[config.mk]
export PLATFORM = sky130hd
export DESIGN_NAME = csa_accum_ctrl
export DESIGN_NICKNAME = d
export VERILOG_FILES = /design/src/rtl/csa_accum_ctrl.sv
export SDC_FILE = /design/constraint.sdc
export NUM_CORES = 1
export LEC_CHECK = 0
export CAP_MARGIN = 20
export CORE_UTILIZATION = 54
export CTS_CLUSTER_DIAMETER = 200
export DETAILED_ROUTE_END_ITERATION = 8
export GPL_TIMING_DRIVEN = 0
export PLACE_DENSITY = 0.79
export SLEW_MARGIN = 10
export SYNTH_ARGS = -nofsm -noshare
export SYNTH_HDL_FRONTEND = slang
export SYNTH_SLANG_ARGS = --single-unit
[constraint.sdc]
create_clock -name clk -period 2.5 [get_ports clk]
set_clock_uncertainty 0.15 [all_clocks]
set_input_delay 0.5 -clock clk [delete_from_list [all_inputs] [get_ports clk]]
set_output_delay 0.5 -clock clk [all_outputs]
set_load 0.005 [all_outputs]
[src/rtl/csa_accum_ctrl.sv]
// Operand-stream accumulator: 3:2 carry-save accumulation followed by an
// iterative carry-resolve phase, with valid/ready handshakes on both sides.
module csa_accum_ctrl #(
    parameter int WIDTH = 4,
    parameter int CNT_W = 4
) (
    input  logic                     clk,
    input  logic                     rst_n,
    input  logic                     start,
    input  logic [CNT_W-1:0]         num_ops,
    input  logic                     in_valid,
    input  logic [WIDTH-1:0]         in_data,
    output logic                     in_ready,
    output logic                     busy,
    output logic                     out_valid,
    output logic [WIDTH+CNT_W-1:0]   out_sum,
    input  logic                     out_ready
);

    localparam int ACC_W = WIDTH + CNT_W;

    typedef enum logic [1:0] {
        IDLE    = 2'd0,
        ACCUM   = 2'd1,
        RESOLVE = 2'd2,
        DONE    = 2'd3
    } state_t;

    state_t           state, state_nxt;
    logic [ACC_W-1:0] s_vec;
    logic [ACC_W-1:0] c_vec;
    logic [CNT_W-1:0] remaining;
    logic [ACC_W-1:0] x_ext;
    logic             accept;

    function automatic logic [ACC_W-1:0] csa_sum(input logic [ACC_W-1:0] a,
                                                 input logic [ACC_W-1:0] b,
                                                 input logic [ACC_W-1:0] x);
        return a ^ b ^ x;
    endfunction

    // Majority bits shift into the next column; the top carry falls off the
    // ACC_W boundary, which is safe because the true sum always fits.
    function automatic logic [ACC_W-1:0] csa_carry(input logic [ACC_W-1:0] a,
                                                   input logic [ACC_W-1:0] b,
                                                   input logic [ACC_W-1:0] x);
        logic [ACC_W-1:0] maj;
        maj = (a & b) | (a & x) | (b & x);
        return maj << 1;
    endfunction

    assign x_ext  = {{CNT_W{1'b0}}, in_data};
    assign accept = (state == ACCUM) && in_valid;

    always_ff @(posedge clk or negedge rst_n) begin
        if (!rst_n) begin
            state <= IDLE;
        end else begin
            state <= state_nxt;
        end
    end

    always_comb begin
        state_nxt = state;
        case (state)
            IDLE: begin
                if (start) begin
                    state_nxt = (num_ops != '0) ? ACCUM : DONE;
                end
            end
            ACCUM: begin
                if (in_valid && (remaining == CNT_W'(1))) begin
                    state_nxt = RESOLVE;
                end
            end
            RESOLVE: begin
                if (c_vec == '0) begin
                    state_nxt = DONE;
                end
            end
            DONE: begin
                if (out_ready) begin
                    state_nxt = IDLE;
                end
            end
            default: state_nxt = IDLE;
        endcase
    end

    always_comb begin
        in_ready  = (state == ACCUM);
        busy      = (state != IDLE);
        out_valid = (state == DONE);
    end

    always_ff @(posedge clk or negedge rst_n) begin
        if (!rst_n) begin
            s_vec     <= '0;
            c_vec     <= '0;
            remaining <= '0;
            out_sum   <= '0;
        end else begin
            case (state)
                IDLE: begin
                    if (start) begin
                        remaining <= num_ops;
                        s_vec     <= '0;
                        c_vec     <= '0;
                        if (num_ops == '0) begin
                            out_sum <= '0;
                        end
                    end
                end
                ACCUM: begin
                    if (accept) begin
                        s_vec     <= csa_sum(s_vec, c_vec, x_ext);
                        c_vec     <= csa_carry(s_vec, c_vec, x_ext);
                        remaining <= remaining - CNT_W'(1);
                    end
                end
                RESOLVE: begin
                    // Half-adder ripple step: each pass pushes carries one column up.
                    if (c_vec == '0) begin
                        out_sum <= s_vec;
                    end else begin
                        s_vec <= s_vec ^ c_vec;
                        c_vec <= (s_vec & c_vec) << 1;
                    end
                end
                default: ;
            endcase
        end
    end

endmodule

; ---- Word-level counts from Yosys, hierarchy flattened
; Cells that the tools add are included.
[word_totals]
ff_bits = 30
in_bits = 13
output_inout_bits = 11
[classes]
reduce_logical = 14
n_eq_ne = 11
bitwise_logic = 7
n_addsub = 1
muxes = 20
[op_table]
columns = operator, count
row1 = 8-bit 2-to-1 mux, 8
row2 = 8-bit one-hot mux with 3 select lines, 2
row3 = 8-bit one-hot mux with 2 select lines, 1
row4 = 7-bit by 4-bit bitwise AND with 7-bit output, 2
row5 = 7-bit bitwise OR, 2
row6 = 4-bit AND reduction, 3
row7 = 2-bit 2-to-1 mux, 5
row8 = 8-bit zero test, 1
row9 = 4-bit 2-to-1 mux, 2
row10 = 2-bit != test (second input constant), 4
row11 = 2-bit one-hot mux with 4 select lines, 1
row12 = 4-bit one-hot mux with 2 select lines, 1
row13 = 8-bit by 4-bit bitwise XOR with 8-bit output, 1
row14 = 8-bit bitwise XOR, 1
row15 = 7-bit bitwise AND, 1
row16 = 2-bit by 1-bit != test with 1-bit output (second input constant), 3
row17 = 2-bit nonzero test, 3
row18 = 2-bit == test (second input constant), 2
row19 = 4-bit by 1-bit == test with 1-bit output (second input constant), 1
row20 = 4-bit zero test, 1
row21 = 4-bit nonzero test, 1
row22 = 4-bit by 1-bit subtractor with 4-bit output (second input constant), 1
row23 = 3-bit AND reduction, 1
row24 = 3-bit nonzero test, 1
row25 = 3 further kinds, 4

; ---- Depth between registers and ports, before layout
; Gate-level depths: netlist of the first run.
[depth]
word_depth = 5
ltp_mapped = 8
depth_no_buf = 6

; ---- Least setup slack after synthesis of the first run
; No wires, ideal clock.
[synth_timing]
path_kind = register to register
start = register state[0]
end = register s_vec[1]
path_slack_ns = 0.575
period_less_slack_ns = 1.925
n_path_buf = 2
t_arrival_ns = 1.651
stages_incl_launch_ff = 8
setup_time_ns = 0.125
path_cell_list = dfrtp_1 inv_1 ha_1 buf_4 and2_1 clkbuf_1 a32o_1 mux2_2
[synth_between]
elab_chain_len = 4
word_cells_on_any_way = 10
classes_between = 5 x eq/ne / 1 x mux / 4 x reduce/logical
[synth_rtl]
columns = item, line
row1 = from (decl), 29  ; state_t state, state_nxt;
row2 = from (signal assigned), 59  ; state <= state_nxt;
row3 = 2-bit by 1-bit == test with 1-bit output, "53, 103"
row4 = 1-bit logical AND, 53  ; assign accept = (state == ACCUM) && in_valid;
row5 = 2-bit by 1-bit != test with 1-bit output (no source line), n/a
row6 = 4-bit AND reduction (no source line), n/a
row7 = to (signal assigned), 116  ; s_vec <= csa_sum(s_vec, c_vec, x_ext);
row8 = to (signal assigned), 126  ; s_vec <= s_vec ^ c_vec;
row9 = to (decl), 30  ; logic [ACC_W-1:0] s_vec;
; Several ways; a longest one is shown, not always the timed one.
; A chain may end at the register's enable or synchronous reset.

; ---- Worst setup path in the final report of the first run
[layout_timing]
start = register state[0]
end = output busy
[layout_between]
elab_chain_len = 1
[layout_rtl]
columns = item, line
row1 = 2-bit nonzero test, 92  ; busy = (state != IDLE);
row2 = to (decl), 14  ; output logic busy,
; Every way passes these cells.

==> results of run 1 <==
## Yosys cell counts (2+ instances only)
cell type,count
a21oi_1,5
and2b_1,2
buf_6,2
inv_1,24
o21ai_1,3
nand3_1,3
nor2_1,4
o22ai_1,2
fa_1,3
mux2_2,3
and2_1,2
nor4_1,2
dfrtp_1,29
ha_1,16
clkbuf_1,2
a32o_1,2
nor3_1,3
nand2_1,22
mux2i_1,19
a32oi_1,2
or3_1,2
o21ai_0,4
## cells by family after synthesis
family	after synthesis
adder cells (fa/ha/maj)	19
buffers and inverters	30
AND/OR/NAND/NOR	47
AO/OA/AOI/OAI	27
flip-flops	29
multiplexers	22
## path summary, 6_finish.rpt
path | start | to | slack (ns) | cells past startpoint
max | state[0]$_DFFE_PN0P_ | busy | 0.11 | 4
min | rst_n | c_vec[5]$_DFFE_PN0P_ | 0.02 | 1
max reg2reg | state[0]$_DFFE_PN0P_ | s_vec[7]$_DFFE_PN0P_ | 0.35 | 8
min reg2reg | out_sum[4]$_DFFE_PN0P_ | out_sum[4]$_DFFE_PN0P_ | 0.37 | 2
max in group asynchronous | rst_n | state[1]$_DFFE_PN0P_ | 1.73 | 1
min in group clk | out_sum[4]$_DFFE_PN0P_ | out_sum[4]$_DFFE_PN0P_ | 0.37 | 2
## state kept, by name (all words and copies together), names as in the netlist
name	flops
out_sum	8
remaining	4
s_vec	8
state	2
c_vec	7
## power groups by stage
stage	sequential (mW)	clock (mW)	combinational, mW
floorplan	0.665	0	0.913
global placement	0.684	0	1.18
detailed placement	0.693	0	1.24
CTS	0.682	0.290	1.25
global route	0.705	0.311	1.39
finish	0.688	0.287	1.25
## final cells by class
cell class / instances / share of cell area, %
Tap cell: 44 / 2.578
Timing Repair Buffer: 23 / 10.54
Inverter: 24 / 4.218
Clock inverter: 3 / 0.8202
Sequential cell: 29 / 34.09
Multi-Input combinational cell: 115 / 44.00
Clock buffer: 5 / 1.757
Buffer: 6 / 1.992
## worst reg2reg max path: cells and delay by family (launching register included)
family | cells | cell delay [ns]
simple gates | 3 | 0.56
buf+inv | 3 | 0.53
flops | 1 | 0.41
fa+ha+maj | 1 | 0.29
compound gates | 1 | 0.14
## stage by stage
step           instances  hold WS (ns)
6_report             249       0.01750
5_1_grt              249       0.05439
4_1_cts              249       0.04796
3_3_place_gp         241        0.3419
3_5_place_dp         241        0.3481
2_1_floorplan        174       0.05441
## per-layer routing
layer / global-route usage, % / wire (µm)
met1: 27.51 / 1501
met2: 39.21 / 1798
met3: 6.710 / 175
met4: 10.63 / 89
met5: 0 / 0
==> reports/qor.csv, run 1 <==
stage,metric,value,unit
worst_setup_path,Setup CP Type,reg2out,
timing,Final Setup Violations,0,
timing,worst setup margin,0.1064,ns
worst_setup_path,CP arrival,1.74,ns
final_layout,FF+latch area,728.2,µm²
worst_setup_path,max incr delay on CP,0.50,ns
floorplan,# rows,20,
timing,Tmin final,2.394,ns
pwr,post-layout total power,2.224,mW
final_layout,synth-to-layout area growth,18.95,%
final_layout,area taken by multi-input logic gates,939.7,µm²
logic_synthesis,Synth Area in XOR/XNOR,0,%
worst_setup_path,worst endpoint required time,1.85,ns
logic_synthesis,Post-Syn Area,0.001795,mm²
final_layout,share of cells above drive strength 1,12.20,%
logic_synthesis,number of synthesized flops with an enable pin,0,
grt,total track usage,23.34,%
logic_synthesis,"flops & latches, synth",29,
pwr,Leakage Power,1.032,nW
timing,Worst-Margin Slew,0.6513,ns
clock_tree,Resize count post-CTS,0,
routing,Routed Wire Length,3564,µm
timing,Slew HR,56.58,%
worst_setup_path,"most used cell, CP",inv_1,
floorplan,area of the die,0.003559,mm²
clock_tree,CTS Buffer Depth,2,
pwr,Psw,0.9728,mW
timing,f_max,417.8,MHz
final_layout,Filler cells,266,
timing,Final Cycle Share,95.74,%
final_layout,diode count,0,
routing,1st-iter DRT viols,45,
logic_synthesis,main flop type after synthesis,dfrtp_1,
grt,gr ovfl total,0,
pwr,peak supply drop,650.9,µV
logic_synthesis,mux contribution to synthesized area,12.47,%
logic_synthesis,top-area cell type share of the netlist area,40.42,%
worst_setup_path,CP startpoint kind,flip-flop,
worst_setup_path,"critical path, cell by cell","inv_1, ha_1, inv_1, clkdlybuf4s50_1",
floorplan,DIE HEIGHT,59.66,µm
run_status,status,"complete, no violations",
final_layout,"commonest non-fill, non-tap cells in the layout","dfrtp_1 (27), inv_1 (24), nand2_1 (22), clkdlybuf4s50_1 (22), mux2i_1 (19)",
clock_tree,Worst-Skew Late Latency,0.35,ns
clock_tree,setup repair bufs after CTS,0,
floorplan,top-level I/O count,24,
clock_tree,# H-tree levels,2,
worst_setup_path,critical path capture point type,primary output,
logic_synthesis,Synth Area in Simple Gates,14.43,%
floorplan,DIE WIDTH,59.66,µm
worst_setup_path,critical path's top delay family,buffers and inverters,
logic_synthesis,Syn Inst Count,174,
worst_setup_path,Buf/Inv on CP,3,
placed_design,Final HPWL DP,2710,µm
routing,average wire per cell in the routed design,14.31,µm
logic_synthesis,Synth Area in Compound Gates,10.80,%
job,Max-Cap Viols,0,
timing,Hold Fails Final Rpt,0,
logic_synthesis,register area share after synthesis,40.42,%
clock_tree,root buffer cell,clkbuf_4,
clock_tree,# hold bufs at CTS,0,
grt,initial antenna violation count,0,
logic_synthesis,Yosys cell types,40,
pwr,Power Internal,1.251,mW
routing,Residual DRC,0,
pwr,Comb power frac,56.2,%
logic_synthesis,"Net Count, Synth",206,
floorplan,initial core utilization,57.86,%
timing,Fin Setup TNS,0,ns
placed_design,Final GP Congestion,0.7795,
logic_synthesis,Post-Synth Adder-Cell Area,14.49,%
pwr,switching share of power,43.75,%
routing,DRT Pass-1 Iters,4,
pwr,pwr dens,1041,mW/mm²
pwr,Clk pwr share,12.9,%
routing,DRT antenna net count,0,
floorplan,floorplan core area,0.003103,mm²
pwr,Sequential Power Share,30.9,%
clock_tree,CTS Sinks,29,
logic_synthesis,Syn. warnings,0,
routing,via count,1379,
final_layout,post-layout instance area,0.002136,mm²
timing,fin. max-slew vios,0,
grt,number of global-route vias before repair,1393,
logic_synthesis,syn avg cell area,10.32,µm²
grt,first-pass GRT wire length,6072,µm
routing,via/cell ratio,5.538,
placed_design,port bufs,23,
timing,RSZ-0062 raised after global routing,false,
clock_tree,Num CTS Buffers,5,
clock_tree,clock-pin slew on the worst setup and hold paths,0.10,ns
final_layout,final core utilization,68.83,%
final_layout,"most common cell after layout, fill and taps aside",dfrtp_1,
logic_synthesis,cell taking the most area after synthesis,dfrtp_1,
logic_synthesis,ys async rst share,100.0,%
worst_hold_path,HP Class,in2async,
worst_setup_path,critical-path maximum fanout,5,
worst_setup_path,CP max-delay cell,clkdlybuf4s50_1,
final_layout,layout net count,236,
logic_synthesis,most area-consuming cells after synthesis,"dfrtp_1 (40%), ha_1 (11%), mux2i_1 (11%)",
grt,largest net degree at the start of global routing,30,
placed_design,Place WS,0.1552,ns
placed_design,Area after DPL,0.002076,mm²
logic_synthesis,largest family of logic cells by synthesized area,adder cells,
clock_tree,CTS tree,yes,
Note: power is estimated with default switching activity, not from simulation.
==> inputs of run 2 (changes only) <==
--- a/config.mk
+++ b/config.mk
@@ -6,12 +6,12 @@
 export NUM_CORES = 1
 export LEC_CHECK = 0
 export CAP_MARGIN = 20
+export CORE_ASPECT_RATIO = 1.1
 export CORE_UTILIZATION = 54
 export CTS_CLUSTER_DIAMETER = 200
 export DETAILED_ROUTE_END_ITERATION = 8
 export GPL_TIMING_DRIVEN = 0
 export PLACE_DENSITY = 0.79
-export SLEW_MARGIN = 10
 export SYNTH_ARGS = -nofsm -noshare
 export SYNTH_HDL_FRONTEND = slang
 export SYNTH_SLANG_ARGS = --single-unit
==> run 2 against run 1 <==
Net effect:
- the flow now finishes with violations (DRC)
- core utilization is 0.22 points higher
- largest power group unchanged
- hold slack better by 0.31 ns
- via count is 4.2% lower
- clock power hardly changed
- combinational power hardly changed
- sequential cell count stayed put
- die area hardly changed
- sequential share of layout area is 0.20 points lower
- final cell count is 4.0% lower
- total power is 0.87% lower
- sequential power is 0.9% lower
- global-route usage is 0.59 points lower
==> reports/qor.csv, run 2 (synthesized netlist as in run 1, its figures left out) <==
stage,metric,value,unit,change
worst_setup_path,reg-to-reg startpoint,state[1]$_DFFE_PN0P_,,was state[0]$_DFFE_PN0P_
clock_tree,root buffer cell,clkbuf_4,,unchanged
job,Max-Cap Viols,0,,unchanged
worst_setup_path,critical path capture point type,primary output,,unchanged
routing,via/cell ratio,5.527,,was 5.538
floorplan,DIE HEIGHT,62.48,µm,was 59.66 µm
grt,number of global-route vias before repair,1446,,was 1393
timing,Hold Fails Final Rpt,0,,unchanged
routing,Residual DRC,4,,was 0
run_status,failing checks,DRC,,
floorplan,# rows,21,,was 20
worst_setup_path,CP startpoint,state[1]$_DFFE_PN0P_,,was state[0]$_DFFE_PN0P_
routing,DRT antenna net count,0,,unchanged
timing,Final Setup Violations,0,,unchanged
floorplan,DIE WIDTH,56.98,µm,was 59.66 µm
final_layout,layout net count,237,,was 236
worst_setup_path,CP startpoint kind,flip-flop,,unchanged
routing,DRT Pass-1 Iters,6,,was 4
grt,gr ovfl total,0,,unchanged
placed_design,Final GP Congestion,0.8130,,was 0.7795
clock_tree,CTS Sinks,29,,unchanged
final_layout,synth-to-layout area growth,19.23,%,was 18.95%
clock_tree,Num CTS Buffers,5,,unchanged
timing,RSZ-0062 raised after global routing,false,,unchanged
timing,Tmin final,2.394,ns,about the same
timing,f_max,417.7,MHz,was 417.8 MHz
placed_design,Final HPWL DP,2740,µm,was 2710 µm
timing,Fin Setup TNS,0,ns,unchanged
final_layout,"commonest non-fill, non-tap cells in the layout","dfrtp_1 (29), inv_1 (24), clkdlybuf4s50_1 (23)",,"was dfrtp_1 (27), inv_1 (24), nand2_1 (22), clkdlybuf4s50_1 (22), mux2i_1 (19)"
timing,Worst-Margin Slew,0.4515,ns,was 0.6513 ns
pwr,pwr dens,1030,mW/mm²,was 1041 mW/mm²
final_layout,biggest regs,"out_sum x8, s_vec x8, c_vec x7",,unchanged
grt,total track usage,22.76,%,was 23.34%
worst_setup_path,worst endpoint required time,1.85,ns,about the same
worst_setup_path,FF-to-FF End,s_vec[7]$_DFFE_PN0P_,,unchanged
worst_setup_path,critical-path maximum fanout,8,,was 5
clock_tree,Worst-Skew Late Latency,0.32,ns,was 0.35 ns
grt,largest net degree at the start of global routing,22,,was 30
timing,Slew HR,69.73,%,was 56.58%
pwr,peak supply drop,626.3,µV,was 650.9 µV
worst_setup_path,CP arrival,1.74,ns,about the same
clock_tree,# hold bufs at CTS,0,,unchanged
clock_tree,clock-pin slew on the worst setup and hold paths,0.08,ns,was 0.10 ns
floorplan,top-level I/O count,24,,unchanged
final_layout,share of cells above drive strength 1,10.24,%,was 12.20%
timing,Final Cycle Share,95.77,%,was 95.74%
placed_design,port bufs,23,,unchanged
worst_setup_path,worst reg2reg path depth,8,,unchanged
clock_tree,CTS tree,yes,,unchanged
grt,first-pass GRT wire length,6258,µm,was 6072 µm
worst_setup_path,Setup CP Type,reg2out,,unchanged
timing,fin. max-slew vios,0,,unchanged
pwr,Leakage Power,1.042,nW,was 1.032 nW
floorplan,initial core utilization,57.91,%,was 57.86%
final_layout,"most common cell after layout, fill and taps aside",dfrtp_1,,unchanged
grt,initial antenna violation count,0,,unchanged
clock_tree,# H-tree levels,2,,unchanged
routing,via count,1321,,was 1379
floorplan,floorplan core area,0.003100,mm²,was 0.003103 mm²
clock_tree,CTS Buffer Depth,2,,unchanged
run_status,status,"complete, but fails checks",,"was complete, no violations"
routing,average wire per cell in the routed design,14.33,µm,was 14.31 µm
floorplan,area of the die,0.003560,mm²,was 0.003559 mm²
timing,worst hold margin,0.3279,ns,was 0.01750 ns
worst_hold_path,HP Class,in2async,,unchanged
final_layout,final core utilization,69.05,%,was 68.83%
final_layout,diode count,0,,unchanged
routing,1st-iter DRT viols,41,,was 45
worst_setup_path,R2R Setup Slk,0.33,ns,was 0.35 ns
routing,Routed Wire Length,3426,µm,was 3564 µm
[run 2: area by class of cell]
| cell class | instances | area [µm²] |
|---|---|---|
| well taps | 34 | 42.54 |
| clock buffers | 7 | 55.05 |
| repair buffers | 24 | 245.2 |
| flip-flops and latches | 29 | 725.7 |
| multi-input cells | 115 | 939.7 |
| fillers | 253 | 959.7 |
| plain buffers | 6 | 42.54 |
| inverters | 24 | 90.09 |
[run 2: repair_timing]
action / in CTS / in global routing
resized for setup: 1 / 0
setup endpoints to repair: 1 / 0
setup buffers: 0 / 0
[run 2: critical path, stage by stage, from the launching register on]
cell and delay, ns:
dfrtp_1 0.44, inv_1 0.15, ha_2 0.29, clkdlybuf4s50_1 0.53
[run 2: worst max path at each step]
stage          slack [ns]                      to  cells past startpoint
2_1_floorplan        0.57    s_vec[1]$_DFFE_PN0P_                      7
3_3_place_gp         0.27  out_sum[4]$_DFFE_PN0P_                      6
3_5_place_dp         0.24    s_vec[0]$_DFFE_PN0P_                      5
4_1_cts              0.09                in_ready                      3
5_1_grt            0.0007                in_ready                      3
6_report             0.11                in_ready                      3
[run 2: power by group]
group	leakage [nW]	internal, mW	switching [mW]	total, mW
clock network	0.0314	0.132	0.152	0.285
logic	0.622	0.566	0.672	1.24
registers	0.389	0.577	0.105	0.682
[run 2: metal layers]
layer  share of wire, %  vias to the layer above  GRT usage, %
li1                   -                      654             -
met1                 43                      632         26.76
met2                 52                       27         39.71
met3                3.6                        8         5.590
met4                1.7                        0         8.232
met5                  0                        -             0
[run 2: through the flow]
| step | power, mW | worst slack, ns | instances | instance area (µm²) |
|---|---|---|---|---|
| 2_1_floorplan | 1.578 | 0.5747 | 174 | 1795 |
| 3_3_place_gp | 1.859 | 0.2712 | 231 | 2068 |
| 3_5_place_dp | 1.936 | 0.2412 | 232 | 2083 |
| 4_1_cts | 2.229 | 0.08568 | 239 | 2141 |
| 5_1_grt | 2.399 | 0.0006757 | 239 | 2141 |
| 6_report | 2.204 | 0.1057 | 239 | 2141 |
